<file path="src/rtl/mole_dispatcher.sv">
// mole_dispatcher: picks a pseudo-random hole and mole type, shows it for a
// level-dependent dwell, retires it on hit_ack or on timeout with a miss pulse.
module mole_dispatcher #(
    parameter int unsigned DWELL_L1   = 125000000,
    parameter int unsigned DWELL_L2   = 80000000,
    parameter int unsigned GAP_CYCLES = 12500000,
    parameter logic [15:0] LFSR_SEED  = 16'hACE1
) (
    input  logic       clk,
    input  logic       reset,
    input  logic       enable,
    input  logic [3:0] level,
    input  logic       hit_ack,
    output logic [3:0] anode_en,
    output logic [2:0] mole_type,
    output logic [6:0] seg,
    output logic       mole_valid,
    output logic       mole_new,
    output logic       miss
);

    typedef enum logic [1:0] {
        IDLE = 2'd0,
        GAP  = 2'd1,
        SHOW = 2'd2
    } state_t;

    state_t      state_q, state_d;
    logic [31:0] cnt_q, cnt_d;
    logic [15:0] lfsr_q, lfsr_d;
    logic [1:0]  prev_q, prev_d;

    logic [3:0]  anode_d;
    logic [2:0]  type_d;
    logic [6:0]  seg_d;
    logic        valid_d, new_d, miss_d;
    logic        blank;

    logic        level_ok;
    logic        lfsr_fb;
    logic [1:0]  cand;
    logic [1:0]  hole;

    function automatic logic [6:0] glyph(input logic [2:0] t);
        case (t)
            3'd0:    glyph = 7'b1100000;
            3'd1:    glyph = 7'b1001111;
            3'd2:    glyph = 7'b0010010;
            3'd3:    glyph = 7'b0000110;
            default: glyph = 7'b1111111;
        endcase
    endfunction

    assign level_ok = (level == 4'd1) || (level == 4'd2);
    assign lfsr_fb  = lfsr_q[0] ^ lfsr_q[2] ^ lfsr_q[3] ^ lfsr_q[5];
    assign cand     = lfsr_q[1:0];
    // Bump to the neighbouring hole so a mole never reappears in place
    assign hole     = (cand == prev_q) ? cand + 2'd1 : cand;

    always_comb begin
        state_d = state_q;
        cnt_d   = cnt_q;
        lfsr_d  = lfsr_q;
        prev_d  = prev_q;
        anode_d = anode_en;
        type_d  = mole_type;
        seg_d   = seg;
        valid_d = mole_valid;
        new_d   = 1'b0;
        miss_d  = 1'b0;
        blank   = 1'b0;

        if (enable) begin
            lfsr_d = {lfsr_fb, lfsr_q[15:1]};
            if (!level_ok) begin
                state_d = IDLE;
                blank   = 1'b1;
            end else begin
                case (state_q)
                    IDLE: begin
                        state_d = GAP;
                        cnt_d   = GAP_CYCLES - 1;
                    end
                    GAP: begin
                        if (cnt_q == 32'd0) begin
                            state_d = SHOW;
                            cnt_d   = (level == 4'd1) ? DWELL_L1 - 1
                                                      : DWELL_L2 - 1;
                            prev_d  = hole;
                            anode_d = ~(4'b0001 << hole);
                            type_d  = {1'b0, lfsr_q[3:2]};
                            seg_d   = glyph({1'b0, lfsr_q[3:2]});
                            valid_d = 1'b1;
                            new_d   = 1'b1;
                        end else begin
                            cnt_d = cnt_q - 32'd1;
                        end
                    end
                    SHOW: begin
                        if (hit_ack) begin
                            state_d = GAP;
                            cnt_d   = GAP_CYCLES - 1;
                            blank   = 1'b1;
                        end else if (cnt_q == 32'd0) begin
                            state_d = GAP;
                            cnt_d   = GAP_CYCLES - 1;
                            blank   = 1'b1;
                            miss_d  = 1'b1;
                        end else begin
                            cnt_d = cnt_q - 32'd1;
                        end
                    end
                    default: begin
                        state_d = GAP;
                        cnt_d   = GAP_CYCLES - 1;
                        blank   = 1'b1;
                    end
                endcase
            end
            if (blank) begin
                anode_d = 4'b1111;
                type_d  = 3'd7;
                seg_d   = 7'b1111111;
                valid_d = 1'b0;
            end
        end
    end

    always_ff @(posedge clk) begin
        if (reset) begin
            state_q    <= GAP;
            cnt_q      <= GAP_CYCLES - 1;
            lfsr_q     <= LFSR_SEED;
            prev_q     <= 2'd0;
            anode_en   <= 4'b1111;
            mole_type  <= 3'd7;
            seg        <= 7'b1111111;
            mole_valid <= 1'b0;
            mole_new   <= 1'b0;
            miss       <= 1'b0;
        end else begin
            state_q    <= state_d;
            cnt_q      <= cnt_d;
            lfsr_q     <= lfsr_d;
            prev_q     <= prev_d;
            anode_en   <= anode_d;
            mole_type  <= type_d;
            seg        <= seg_d;
            mole_valid <= valid_d;
            mole_new   <= new_d;
            miss       <= miss_d;
        end
    end

endmodule

</file>
<file path="config.mk">
export PLATFORM = sky130hd
export DESIGN_NAME = mole_dispatcher
export DESIGN_NICKNAME = d
export VERILOG_FILES = /design/src/rtl/mole_dispatcher.sv
export SDC_FILE = /design/constraint.sdc
export NUM_CORES = 1
export LEC_CHECK = 0
export ABC_AREA = 1
export BUFFER_PORTS_ARGS = -buffer_cell sky130_fd_sc_hd__buf_2
export CAP_MARGIN = 0
export CORE_MARGIN = 3
export CORE_UTILIZATION = 55
export DETAILED_ROUTE_END_ITERATION = 12
export PLACE_DENSITY = 0.76
export SETUP_SLACK_MARGIN = 0.3
export SLEW_MARGIN = 25
export SYNTH_ARGS = -nofsm -noshare
export SYNTH_HDL_FRONTEND = slang
export SYNTH_SLANG_ARGS = --single-unit
export TNS_END_PERCENT = 5
</file>
<file path="constraint.sdc">
create_clock -name clk -period 1.8 [get_ports clk]
set_input_delay 0.27 -clock clk [delete_from_list [all_inputs] [get_ports clk]]
set_output_delay 0.27 -clock clk [all_outputs]
set_load 0.02 [all_outputs]
</file>
=== Yosys cells after proc, flatten, opt, wreduce, memory -nomap -nowiden ===
Cells that the tools add are included.
W data, S select, Z words.

* Output and inout port bits: 17
* Flip-flop bits (word level): 69
* Input port bits: 8
* Word-level logic and storage cells: 78

* Reductions and logical operators: 14
* Bitwise gates (word level): 8
* Shift-type cells: 1
* Muxes and demuxes: 33
* Equal/unequal tests: 10
* $add $sub $neg: 2

{| class="wikitable"
|+ Operator list
! operator !! number
|-
| $mux W32 || 3
|-
| $pmux W32 S2 || 1
|-
| $logic_not A32 Y1 || 1
|-
| $sub A32 B1 Y32 const B || 1
|-
| $mux W7 || 4
|-
| $pmux W7 S4 || 1
|-
| $mux W26 || 1
|-
| $mux W4 || 4
|-
| $mux W3 || 4
|-
| $mux W2 || 5
|-
| $mux W1 || 8
|-
| $reduce_and A4 Y1 || 2
|-
| $eq A2 B2 Y1 const B || 3
|-
| $reduce_bool A2 Y1 || 3
|-
| $reduce_or A5 Y1 || 1
|-
| $eq A2 B1 Y1 const B || 2
|-
| $eq A4 B1 Y1 const B || 1
|-
| $eq A4 B2 Y1 const B || 1
|-
| $logic_not A2 Y1 || 2
|-
| $ne A4 B4 Y1 const B || 1
|-
| $not A1 Y1 || 4
|-
| $not A4 Y4 || 1
|-
| $pmux W2 S2 || 1
|-
| $reduce_or A4 Y1 || 1
|-
| 10 further kinds || 12
|}

=== Logic depth before layout (Yosys ltp) ===
Gate-level depths: netlist of run 1.

* Depth after elaboration: 8
* Mapped depth: 13
* Mapped depth without buffers: 12

=== Worst setup path before layout of run 1 ===
OpenSTA, ideal clock, no wires.

* Kind: flip-flop to flip-flop
* Start point: reg state_q[0]
* End point: reg cnt_q[1]
* Cell stages (with the launch flop): 8
* Path slack: 0.024 ns
* Arrival time: 1.648 ns
* Clock period less this slack: 1.776 ns
* Data required time: 1.672 ns
* Path through: dfxtp_1 inv_1 ha_1 a21boi_0 clkbuf_1 nand2_1 a21oi_1 o21ai_0

* Longest elaborated chain between the ends: 2
* Elaborated cells on any way between the ends: 3

{| class="wikitable"
|+ Ends and longest elaborated chain
! element !! RTL line !! text
|-
| start, declared || 28 || <nowiki>state_t state_q, state_d;</nowiki>
|-
| start signal, assigned || 142 || <nowiki>state_q <= state_d;</nowiki>
|-
| $eq A2 B2 Y1 or $eq A2 B1 Y1 (tied branches) || 79 || <nowiki>case (state_q)</nowiki>
|-
| $pmux W32 S2 (*) || 79 ||
|-
| end signal, assigned || 132 || <nowiki>cnt_q <= GAP_CYCLES - 1;</nowiki>
|-
| end signal, assigned || 143 || <nowiki>cnt_q <= cnt_d;</nowiki>
|-
| end, declared || 29 || <nowiki>logic [31:0] cnt_q, cnt_d;</nowiki>
|}

Every way passes the cells marked *; elsewhere a longest branch is shown, timed or not.
A chain may end at the register's enable or synchronous reset.

=== Worst setup path in the final report of run 1 ===
* Start point: reg cnt_q[0]
* End point: reg cnt_q[9]

* Longest elaborated chain between the ends: 4
* Elaborated cells on any way between the ends: 6

{| class="wikitable"
|+ Ends and longest elaborated chain
! element !! RTL line !! text
|-
| $sub A32 B1 Y32 or $logic_not A32 Y1 (tied branches) || -- ||
|-
| $mux W32 || 104 || <nowiki>end else if (cnt_q == 32'd0) begin</nowiki>
|-
| $mux W32 || 100 || <nowiki>if (hit_ack) begin</nowiki>
|-
| $pmux W32 S2 (*) || 79 ||
|}

Marks and branches as above.

==> summary.md, run 1 <==
| Metric | Value |
|---|---|
| Crit path DAT | `2010 ps` |
| Final net count | `around 640` |
| Wire length of the first global-routing pass | `about 17 mm` |
| Vias in the first global route | `approximately 3700` |
| Count of mapped cells out of synthesis | `between 500 and 600` |
| Post-CTS Hold Buffers | `0` |
| Kind of critical path | `reg2reg` |
| P_sw | `roughly 980 uW` |
| Clock root buffer | `sky130_fd_sc_hd__clkbuf_8` |
| Slew at the pin closest to its max-slew limit | `approximately 470 ps` |
| Max Transition Viols Final | `0` |
| Clock insertion delay at the later pin of the skew report | `approximately 350 ps` |
| Drt drc | `0` |
| Final worst-path cycle share | `between 90% and 100%` |
| Port Buffer Count | `24` |
| Pin count of the biggest net entering global routing | `40` |
| Total via count in the routed design | `3987` |
| CP dominant cell by count | `sky130_fd_sc_hd__nand2_4` |
| Critical path's slowest cell | `sky130_fd_sc_hd__dfxtp_2` |
| Remaining max-slew budget at the tightest pin | `between 60 and 70%` |
| Post-Layout Cell Count | `714` |
| Placed insts | `686` |
| Cell family with the largest share of critical-path delay | `simple AND/OR/NAND/NOR gates` |
| Fraction of final layout cells sized beyond drive strength 1 | `28.73%` |
| Die Width | `89.12 um` |
| Library cells used by synthesis | `36` |
| Effective utilization at floorplan | `approximately three fifths` |
| Final WL | `~11 mm` |
| CTS Buf Count | `9` |
| Maximum number of buffers from clock root to sink | `2` |
| Critical path fanouts, max | `5` |
| Data required time at the worst endpoint | `2080 ps` |
| Unrepaired setup endpoints after global routing | `yes` |
| Antenna cells | `0` |
| Count of antenna-violating nets left after detailed routing | `0` |
| Register bit total from synthesis | `between 60 and 70` |
| Overflow after GRT | `0` |
| Fraction of the yosys area taken by sequential cells | `a little over a third` |
| Nets in the synthesized netlist | `about 570` |
| Setup crit start kind | `flop` |
| Path class of the lowest-slack min-delay path | `in2reg` |
| Vertical extent of the die | `89.12 um` |
| FP Rows | `29` |
| Area Growth Syn to Fin | `26.11%` |
| Area of the core region | `about 6500 um^2` |
| Standby leakage power | `2.196 nW` |
| Crit path buffers/inverters | `2` |
| Max-cap check violation count | `0` |
| Cell Chain, Critical Path | `inv_4, ha_4, nand2_4, nor2_8, nand2_4, nor2_4, nand2_4, buf_6, nor3_4, a21oi_1, a21oi_1` |
| Clock slew seen by the registers of the worst setup and hold paths | `80 ps` |
| Time the worst path needs with I/O delays and setup | `roughly 1700 ps` |
| Total number of H-tree levels | `3` |
| Portion of total power attributed to sequential cells | `a little under half` |
| Maximum vdd drop | `around 0.47 mV` |
| Via-to-Cell Ratio | `between 5 and 6` |
| Clock network power share | `between 30% and 40%` |
| Internal Dissipation | `approximately 2.5 mW` |
| Worst stage delay on the critical path | `roughly 340 ps` |
| Mean area per synthesized cell | `6.773 um^2` |
| Clock sinks | `between 60 and 70` |
| Power density over the cells | `733.2 nW/um^2` |
| Total global routing track utilization | `between 20% and 30%` |
| Final Hold Violating Endpoints | `0` |
| # setup viols final | `0` |
| Maximum clock frequency | `roughly 580 MHz` |
| Skew final | `around 5.5 ps` |
| Cell area after technology mapping | `~3800 um^2` |
| Pre-CTS worst setup slack | `-4.079 ps` |
| Number of warnings issued by yosys | `0` |
| CTS tree | `done` |
| Switching portion of total power | `between 20% and 30%` |
| Gate power share | `around 14%` |
| Number of antenna violations at the first check in global routing | `0` |
| Final worst hold slack | `231.7 ps` |
| Number of DRC violations after detailed-routing iteration 0 | `slightly above 300` |
| Count of TritonRoute iterations in the first routing pass | `5` |
| Run status | `completed` |
| Number of fill cells | `about 520` |
| Drt wl/cell | `approximately 15 um` |
| HPWL reported at the end of detailed placement | `7.519 mm` |
| Reg2Reg Setup Slack | `~73 ps` |
| Critical Path End Type | `flop` |
| Overall die area | `just under 8000 um^2` |
| Post-route setup slack | `between 70 and 80 ps` |
| RePlAce Congestion | `between 0.9 and 1` |
| Top Ports | `25` |
## kinds of logic after synthesis
group | Yosys count | share of synthesized area (%)
AOI/OAI and AO/OA | 82 | 11.72
xor gates and xnor gates | 21 | 4.840
adders and majority gates | 4 | 1.317
buffers and inverters | 64 | 7.309
DFF | 68 | 35.82
and+or+nand+nor | 322 | 38.99
## cells in the final DEF (no fill, tap or decap), drive strengths merged
| cell type | count |
|---|---|
| clkinv | 3 |
| inv | 42 |
| a221o | 1 |
| o21ai | 33 |
| a21boi | 3 |
| bufinv | 2 |
| or2 | 1 |
| xnor2 | 10 |
| nand3b | 1 |
| a21oi | 36 |
| clkbuf | 10 |
| o21a | 1 |
| nand4 | 7 |
| xor2 | 11 |
| clkinvlp | 2 |
| dfxtp | 68 |
| nor4 | 1 |
| nor2 | 75 |
| o31ai | 2 |
| buf | 81 |
| ha | 4 |
| nand2 | 174 |
| nand3 | 59 |
| o211ai | 6 |
| nor3 | 4 |
## stage by stage
step / instance area, um^2 / TNS [ps] / util (%) / power [mW]
detailed placement: 4344 / -4.079 / 66.51 / 2.118
floorplan: 3881 / 0 / - / 1.968
global route: 4792 / -22.80 / 73.37 / 3.652
global placement: 4344 / 0 / 66.51 / 2.104
CTS: 4668 / 0 / 71.48 / 3.508
finish: 4792 / 0 / 73.37 / 3.514
## cell usage after synthesis, drive strengths merged
cell type    n  share of area [%]
xnor2       10                2.3
a21oi       36                4.7
nand2      174                 19
buf          6                1.5
o21a         1               0.20
nor2        75                9.2
or2          1               0.16
ha           4                1.3
inv         42                4.1
clkbuf      15                1.5
a221o        1               0.26
o21ai       33                4.3
a21boi       3               0.59
nand3       59                7.8
o31ai        2               0.40
dfxtp       68                 36
nand3b       1               0.20
nor3         4               0.82
o211ai       6                1.2
xor2        11                2.5
clkinv       1               0.13
nor4         1               0.16
nand4        7                1.5
## power groups by stage
stage | registers (mW) | logic (mW) | clock network (mW)
final | 1.61 | 0.501 | 1.40
after global routing | 1.62 | 0.557 | 1.48
after CTS | 1.61 | 0.484 | 1.41
after detailed placement | 1.64 | 0.476 | 0
after global placement | 1.64 | 0.465 | 0
after floorplan | 1.66 | 0.306 | 0
## flip-flops by register name, summed over array words and instances (netlist names), 2 cells and up
name	count
state_q	2
lfsr_q	16
prev_q	2
seg	6
mole_type	3
cnt_q	32
anode_en	4
## repair_timing
| item | 4_1_cts | 5_1_grt |
|---|---|---|
| endpoints found under the setup margin | 51 | 52 |
| gates resized for setup | 15 | 38 |
| pin swaps | 13 | 18 |
| setup buffers | 9 | 3 |
## layer usage
metal | part of all wire [%] | global-route usage [%]
met1 | 43 | 39.19
met2 | 47 | 44.01
met3 | 7.6 | 4.608
met4 | 1.8 | 10.55
met5 | 0 | 0
## cell type report
class / count / area [um^2] / share of cell area, %
Clock buffer: 10 / 127.6 / 2.663
Clock inverter: 6 / 88.84 / 1.854
Inverter: 43 / 171.4 / 3.577
Multi-Input combinational cell: 429 / 2342 / 48.88
Sequential cell: 68 / 1373 / 28.64
Tap cell: 77 / 96.34 / 2.010
Timing Repair Buffer: 81 / 593.1 / 12.38
## path summary, 6_finish.rpt
check,from,to,cells after the start
max,cnt_q[0],cnt_q[9],11
min,hit_ack,miss,2
max reg2reg,cnt_q[0],cnt_q[9],11
min reg2reg,mole_valid,mole_valid,2
No activity file was read; power rests on OpenSTA's default activity.
==> inputs of run 2 (changes only) <==
CELL_PAD_IN_SITES_DETAIL_PLACEMENT = 1   (was unset)
CELL_PAD_IN_SITES_GLOBAL_PLACEMENT = 1   (was unset)
CORE_UTILIZATION = 39   (was 55)
PLACE_DENSITY = unset   (was 0.76)
PLACE_DENSITY_LB_ADDON = 0.1   (was unset)
==> run 2 against run 1 <==
Against the previous run: largest power group unchanged; non-clock buffer count increased by 42; critical path type unchanged; sequential cell count unchanged; core utilization decreased by 15 points; the run now ends with setup timing left; critical endpoint is now mole_type[1].
==> summary.md, run 2 (synthesis results as in run 1) <==
| Metric | Value |
|---|---|
| Run status | `finished, violations left (was completed)` |
| Violated checks | `setup timing` |
| Crit path DAT | `2060 ps (was 2010 ps)` |
| Summed area of non-filler cells in the final layout | `5459 um^2 (was 4792 um^2)` |
| Pre-CTS worst setup slack | `-71.03 ps (was -4.079 ps)` |
| Overall die area | `10960 um^2 (was 7942 um^2)` |
| Vias in the first global route | `4282 (was 3714)` |
| Skew final | `12.84 ps (was 5.515 ps)` |
| Maximum vdd drop | `0.4161 mV (was 0.4692 mV)` |
| CTS Buf Count | `9 (unchanged)` |
| Count of antenna-violating nets left after detailed routing | `0 (unchanged)` |
| Pin count of the biggest net entering global routing | `28 (was 40)` |
| Port Buffer Count | `24 (unchanged)` |
| Maximum number of buffers from clock root to sink | `2 (unchanged)` |
| Placed instance area | `4629 um^2 (was 4344 um^2)` |
| Area Growth Syn to Fin | `43.66% (was 26.11%)` |
| CTS tree | `done (unchanged)` |
| Internal Dissipation | `2.441 mW (was 2.533 mW)` |
| Remaining max-slew budget at the tightest pin | `65.91% (was 68.94%)` |
| FP Rows | `35 (was 29)` |
| Effective utilization at floorplan | `40.55% (was 58.18%)` |
| Area of all sequential standard cells | `1380 um^2 (was 1373 um^2)` |
| Total via count in the routed design | `4276 (was 3987)` |
| Top Ports | `25 (unchanged)` |
| P_sw | `1.094 mW (was 980.9 uW)` |
| Unrepaired setup endpoints after global routing | `yes (unchanged)` |
| Overflow after GRT | `0 (unchanged)` |
| Commonest non-fill, non-tap cell in the layout | `sky130_fd_sc_hd__nand2_1 (unchanged)` |
| Kind of critical path | `reg2reg (unchanged)` |
| Largest registers | `cnt_q (32), lfsr_q (16), seg (6) (unchanged)` |
| Antenna cells | `0 (unchanged)` |
| Number of DRC violations after detailed-routing iteration 0 | `235 (was 310)` |
| # setup viols final | `11 (was 0)` |
| Power density over the cells | `647.5 nW/um^2 (was 733.2 nW/um^2)` |
| Setup crit start kind | `flop (unchanged)` |
| Vertical extent of the die | `104.7 um (was 89.12 um)` |
| Multi-input gate area in the final layout | `2613 um^2 (was 2342 um^2)` |
| Final worst hold slack | `243.5 ps (was 231.7 ps)` |
| Area of the core region | `9371 um^2 (was 6531 um^2)` |
| Clock slew seen by the registers of the worst setup and hold paths | `80 ps (about the same)` |
| Clock sinks | `68 (unchanged)` |
| Standby leakage power | `2.438 nW (was 2.196 nW)` |
| Wire length of the first global-routing pass | `21.85 mm (was 17.28 mm)` |
| RePlAce Congestion | `0.8691 (was 0.9625)` |
| Biggest register | `cnt_q (unchanged)` |
| Count of TritonRoute iterations in the first routing pass | `5 (unchanged)` |
| Total global routing track utilization | `24.67% (was 28.20%)` |
| Number of antenna violations at the first check in global routing | `0 (unchanged)` |
| Data required time at the worst endpoint | `2030 ps (was 2080 ps)` |
| Post-CTS Hold Buffers | `0 (unchanged)` |
| Drt drc | `0 (unchanged)` |
| Final net count | `686 (was 644)` |
| Maximum clock frequency | `545.7 MHz (was 579.2 MHz)` |
| Max-cap check violation count | `0 (unchanged)` |
| HPWL reported at the end of detailed placement | `9.355 mm (was 7.519 mm)` |
| Final Hold Violating Endpoints | `0 (unchanged)` |
| Max FFs per register | `32 (unchanged)` |
| Path class of the lowest-slack min-delay path | `in2reg (unchanged)` |
| Fraction of final layout cells sized beyond drive strength 1 | `41.53% (was 28.73%)` |
| Number of fill cells | `1213 (was 515)` |
| Clock root buffer | `sky130_fd_sc_hd__clkbuf_8 (unchanged)` |
| Final WL | `14.24 mm (was 10.59 mm)` |
| Clock network power share | `37.0% (was 39.9%)` |
| Switching portion of total power | `30.95% (was 27.92%)` |
| Via-to-Cell Ratio | `5.292 (was 5.584)` |
| Time the worst path needs with I/O delays and setup | `1832 ps (was 1727 ps)` |
| Gate power share | `17.3% (was 14.3%)` |
| Total number of H-tree levels | `3 (unchanged)` |
| Drt wl/cell | `17.62 um (was 14.83 um)` |
| Highest-count cells in the layout ignoring fill and taps | `124 x sky130_fd_sc_hd__nand2_1, 90 x sky130_fd_sc_hd__buf_4, 55 x sky130_fd_sc_hd__dfxtp_1, 45 x sky130_fd_sc_hd__nand3_1, 38 x sky130_fd_sc_hd__nand2_2 (was 145 x sky130_fd_sc_hd__nand2_1, 59 x sky130_fd_sc_hd__dfxtp_1, 57 x sky130_fd_sc_hd__nand3_1, 52 x sky130_fd_sc_hd__buf_4, 47 x sky130_fd_sc_hd__nor2_1)` |
| Final worst-path cycle share | `101.8% (was 95.92%)` |
| Die Width | `104.7 um (was 89.12 um)` |
| Slew at the pin closest to its max-slew limit | `510.6 ps (was 465.2 ps)` |
| Clock insertion delay at the later pin of the skew report | `350 ps (about the same)` |
| Critical path fanouts, max | `6 (was 5)` |
| Portion of total power attributed to sequential cells | `45.8% (was 45.9%)` |
| Final cell utilization of the core | `58.25% (was 73.37%)` |
| Accumulated negative setup slack | `-168.2 ps (was 0 ps)` |
| Max Transition Viols Final | `0 (unchanged)` |
| Post-route setup slack | `-32.48 ps (was 73.49 ps)` |
| Critical Path End Type | `flop (unchanged)` |
==> run 2: worst paths after layout <==
path / startpoint / end / slack (ps) / cells past startpoint
min: reset / cnt_q[15] / 240 / 3
max: cnt_q[12] / mole_type[1] / -30 / 12
max reg2reg: cnt_q[12] / mole_type[1] / -30 / 12
min reg2reg: lfsr_q[10] / lfsr_q[10] / 460 / 2
==> run 2: layout make-up <==
class,count,area share (%)
inverter,43,3.094
multi-input combinational,429,47.86
timing repair buffer,123,17.21
tap,129,2.957
sequential,68,25.28
clock inverter,7,1.329
clock buffer,9,2.269
==> run 2: metrics by stage <==
step,total power [mW],instances
2_1_floorplan,1.968,561
3_3_place_gp,2.133,769
6_report,3.535,808
4_1_cts,3.491,796
3_5_place_dp,2.155,769
5_1_grt,3.705,808
==> run 2: layer usage <==
metal	share of wire [%]	track usage, %	wire length, um	vias to the layer above
li1	-	-	-	2046
met1	47	34.38	6620	2112
met2	48	40.04	6884	100
met3	4.0	4.324	564	18
met4	1.2	5.342	167	0
met5	0	0	0	-
==> run 2: power by group through the flow <==
stage / Sequential (mW) / Clock, mW / Combinational, mW
floorplan: 1.66 / 0 / 0.306
global placement: 1.64 / 0 / 0.494
detailed placement: 1.64 / 0 / 0.511
CTS: 1.61 / 1.33 / 0.547
global route: 1.63 / 1.42 / 0.662
finish: 1.62 / 1.31 / 0.611
==> run 2: critical path, cell delays in order, from the launching register on <==
cell	delay (ps)
sky130_fd_sc_hd__dfxtp_1	330
sky130_fd_sc_hd__nor2_2	200
sky130_fd_sc_hd__nand2_2	130
sky130_fd_sc_hd__nor2_4	150
sky130_fd_sc_hd__nand4_4	130
sky130_fd_sc_hd__buf_6	150
sky130_fd_sc_hd__nand2_4	80
sky130_fd_sc_hd__nand2_4	60
sky130_fd_sc_hd__nand2_4	110
sky130_fd_sc_hd__nand2_8	80
sky130_fd_sc_hd__buf_12	170
sky130_fd_sc_hd__nand2_4	60
sky130_fd_sc_hd__nand3_2	60
==> run 2: what timing repair did <==
action | CTS | global route
pin swaps | 11 | 38
cloned | 1 | 0
resized for setup | 39 | 100
setup endpoints to repair | 50 | 52
setup buffers | 10 | 12
==> inputs of run 3 (changes only) <==
CTS_CLUSTER_SIZE = 12   (was unset)
SETUP_SLACK_MARGIN = unset   (was 0.3)
==> run 3 against run 2 <==
Against the previous run: design area shrank 12%; clock skew down 5.3 ps; largest cell class unchanged; cell count fell by 4.8%; non-clock buffer count down 39; combinational power down 15%; the flow now finishes without violations; first-iteration DRC count decreased by 23%; wire length is 15% lower; global-route usage fell by 2.0 points; count of clock-buffer cells in the layout unchanged; highest routed layer unchanged; power grew 1.2%; sequential power is essentially flat; register-to-register slack improved by 70 ps.
==> summary.md, run 3 (synthesis results as in run 1) <==
| Metric | Value |
|---|---|
| Commonest non-fill, non-tap cell in the layout | `sky130_fd_sc_hd__nand2_1 (unchanged)` |
| Cell family with the largest share of critical-path delay | `simple AND/OR/NAND/NOR gates (unchanged)` |
| Number of DRC violations after detailed-routing iteration 0 | `182 (was 235)` |
| Port Buffer Count | `24 (unchanged)` |
| Effective utilization at floorplan | `40.55% (unchanged)` |
| Final worst-path cycle share | `97.73% (was 101.8%)` |
| Maximum vdd drop | `0.3938 mV (was 0.4161 mV)` |
| Max-cap check violation count | `0 (unchanged)` |
| Pre-CTS worst setup slack | `-146.0 ps (was -71.03 ps)` |
| Count of TritonRoute iterations in the first routing pass | `4 (was 5)` |
| Power density over the cells | `745.8 nW/um^2 (was 647.5 nW/um^2)` |
| Count of antenna-violating nets left after detailed routing | `0 (unchanged)` |
| Time the worst path needs with I/O delays and setup | `1759 ps (was 1832 ps)` |
| Highest-count cells in the layout ignoring fill and taps | `147 x sky130_fd_sc_hd__nand2_1, 63 x sky130_fd_sc_hd__dfxtp_1, 56 x sky130_fd_sc_hd__buf_4, 55 x sky130_fd_sc_hd__nand3_1, 43 x sky130_fd_sc_hd__nor2_1 (was 124 x sky130_fd_sc_hd__nand2_1, 90 x sky130_fd_sc_hd__buf_4, 55 x sky130_fd_sc_hd__dfxtp_1, 45 x sky130_fd_sc_hd__nand3_1, 38 x sky130_fd_sc_hd__nand2_2)` |
| Clock slew seen by the registers of the worst setup and hold paths | `80 ps (about the same)` |
| Total number of H-tree levels | `3 (unchanged)` |
| RePlAce Congestion | `0.8663 (was 0.8691)` |
| Fraction of final layout cells sized beyond drive strength 1 | `28.28% (was 41.53%)` |
| Critical Path End Type | `flop (unchanged)` |
| Antenna cells | `0 (unchanged)` |
| Vertical extent of the die | `104.7 um (unchanged)` |
| Final Hold Violating Endpoints | `0 (unchanged)` |
| Worst stage delay on the critical path | `380 ps (was 330 ps)` |
| HPWL reported at the end of detailed placement | `8.883 mm (was 9.355 mm)` |
| Setup crit start kind | `flop (unchanged)` |
| Overflow after GRT | `0 (unchanged)` |
| Path class of the lowest-slack min-delay path | `in2reg (unchanged)` |
| Data required time at the worst endpoint | `2050 ps (was 2030 ps)` |
| Multi-input gate area in the final layout | `2281 um^2 (was 2613 um^2)` |
| Slew at the pin closest to its max-slew limit | `517.8 ps (was 510.6 ps)` |
| FP Rows | `35 (unchanged)` |
| # setup viols final | `0 (was 11)` |
| Drt drc | `0 (unchanged)` |
| Total global routing track utilization | `22.64% (was 24.67%)` |
| Summed area of non-filler cells in the final layout | `4798 um^2 (was 5459 um^2)` |
| Clock root buffer | `sky130_fd_sc_hd__clkbuf_8 (unchanged)` |
| Via-to-Cell Ratio | `5.096 (was 5.292)` |
| Biggest register | `cnt_q (unchanged)` |
| Critical path fanouts, max | `4 (was 6)` |
| CTS tree | `done (unchanged)` |
| Unrepaired setup endpoints after global routing | `yes (unchanged)` |
| Placed instance area | `4392 um^2 (was 4629 um^2)` |
| Area of all sequential standard cells | `1368 um^2 (was 1380 um^2)` |
| Maximum clock frequency | `568.5 MHz (was 545.7 MHz)` |
| Clock insertion delay at the later pin of the skew report | `350 ps (about the same)` |
| Standby leakage power | `2.170 nW (was 2.438 nW)` |
| Run status | `completed (was finished, violations left)` |
| Overall die area | `10960 um^2 (unchanged)` |
| Cell Chain, Critical Path | `nor2_2, nand2_1, nor2_2, nand2_1, nor2_2, xor2_1, o211ai_1, nand2_1 (was nor2_2, nand2_2, nor2_4, nand4_4, buf_6, nand2_4, nand2_4, nand2_4, nand2_8, buf_12, nand2_4, nand3_2)` |
| Area Growth Syn to Fin | `26.28% (was 43.66%)` |
| Top Ports | `25 (unchanged)` |
| Final cell utilization of the core | `51.20% (was 58.25%)` |
| Vias in the first global route | `4042 (was 4282)` |
| Crit path DAT | `2000 ps (was 2060 ps)` |
| Area of the core region | `9371 um^2 (unchanged)` |
| Critical path's slowest cell | `sky130_fd_sc_hd__dfxtp_1 (unchanged)` |
| Remaining max-slew budget at the tightest pin | `65.43% (was 65.91%)` |
| Skew final | `7.526 ps (was 12.84 ps)` |
| CTS Buf Count | `9 (unchanged)` |
| Pin count of the biggest net entering global routing | `28 (unchanged)` |
| Post-route setup slack | `40.91 ps (was -32.48 ps)` |
| Die Width | `104.7 um (unchanged)` |
| Number of antenna violations at the first check in global routing | `0 (unchanged)` |
| Max Transition Viols Final | `0 (unchanged)` |
| Kind of critical path | `reg2reg (unchanged)` |
| Max FFs per register | `32 (unchanged)` |
| Final WL | `12.16 mm (was 14.24 mm)` |
| Largest registers | `cnt_q (32), lfsr_q (16), seg (6) (unchanged)` |
| Drt wl/cell | `15.82 um (was 17.62 um)` |
| Maximum number of buffers from clock root to sink | `2 (unchanged)` |
| Tot Pwr | `3.578 mW (was 3.535 mW)` |
| Clock sinks | `68 (unchanged)` |
| Total via count in the routed design | `3919 (was 4276)` |
| Final net count | `647 (was 686)` |
| Number of fill cells | `1273 (was 1213)` |
| Wire length of the first global-routing pass | `20.09 mm (was 21.85 mm)` |
| Final worst hold slack | `161.4 ps (was 243.5 ps)` |
| Crit path buffers/inverters | `0 (was 2)` |
==> run 3: area by class of cell <==
class | instances | share of cell area, %
multi-input cells | 429 | 47.54
flip-flops and latches | 68 | 28.50
repair buffers | 84 | 12.57
inverters | 43 | 3.416
well taps | 129 | 3.364
clock buffers | 9 | 2.581
clock inverters | 7 | 2.034
==> run 3: routing by layer <==
layer / GRT usage (%) / part of all wire, % / vias up
li1: - / - / 1960
met1: 29.78 / 48 / 1891
met2: 37.68 / 47 / 49
met3: 3.582 / 2.6 / 19
met4: 7.873 / 2.1 / 0
met5: 0 / 0 / -
==> run 3: worst register-to-register path, cell delays in order, from the launching register on <==
cell	delay (ps)
sky130_fd_sc_hd__dfxtp_1	380
sky130_fd_sc_hd__nor2_2	140
sky130_fd_sc_hd__nand2_1	150
sky130_fd_sc_hd__nor2_2	220
sky130_fd_sc_hd__nand2_1	150
sky130_fd_sc_hd__nor2_2	200
sky130_fd_sc_hd__xor2_1	110
sky130_fd_sc_hd__o211ai_1	220
sky130_fd_sc_hd__nand2_1	70
==> run 3: where the power goes <==
| group | internal, mW | total [mW] | switching [mW] |
|---|---|---|---|
| combinational | 0.191 | 0.518 | 0.327 |
| clock | 0.787 | 1.45 | 0.665 |
| sequential | 1.57 | 1.61 | 0.0413 |
==> run 3: timing repair <==
item | 4_1_cts | 5_1_grt
gates cloned | 0 | 0
setup endpoints to repair | 31 | 47
resized for setup | 11 | 43
pin swaps | 3 | 9
buffers inserted | 0 | 5
hold buffers | 0 | 0
==> run 3: worst paths after layout <==
| kind | endpoint | slack [ps] | start | cells past startpoint |
|---|---|---|---|---|
| setup / recovery | cnt_q[19] | 40 | cnt_q[2] | 8 |
| setup reg to reg | cnt_q[19] | 40 | cnt_q[2] | 8 |
| hold / removal | miss | 160 | hit_ack | 2 |
| hold reg to reg | lfsr_q[10] | 470 | lfsr_q[10] | 2 |
==> run 3: through the flow <==
step,instances,setup TNS [ps]
floorplan,561,0
global placement,748,-207.6
detailed placement,748,-1139
CTS,764,0
global route,769,-454.1
finish,769,0
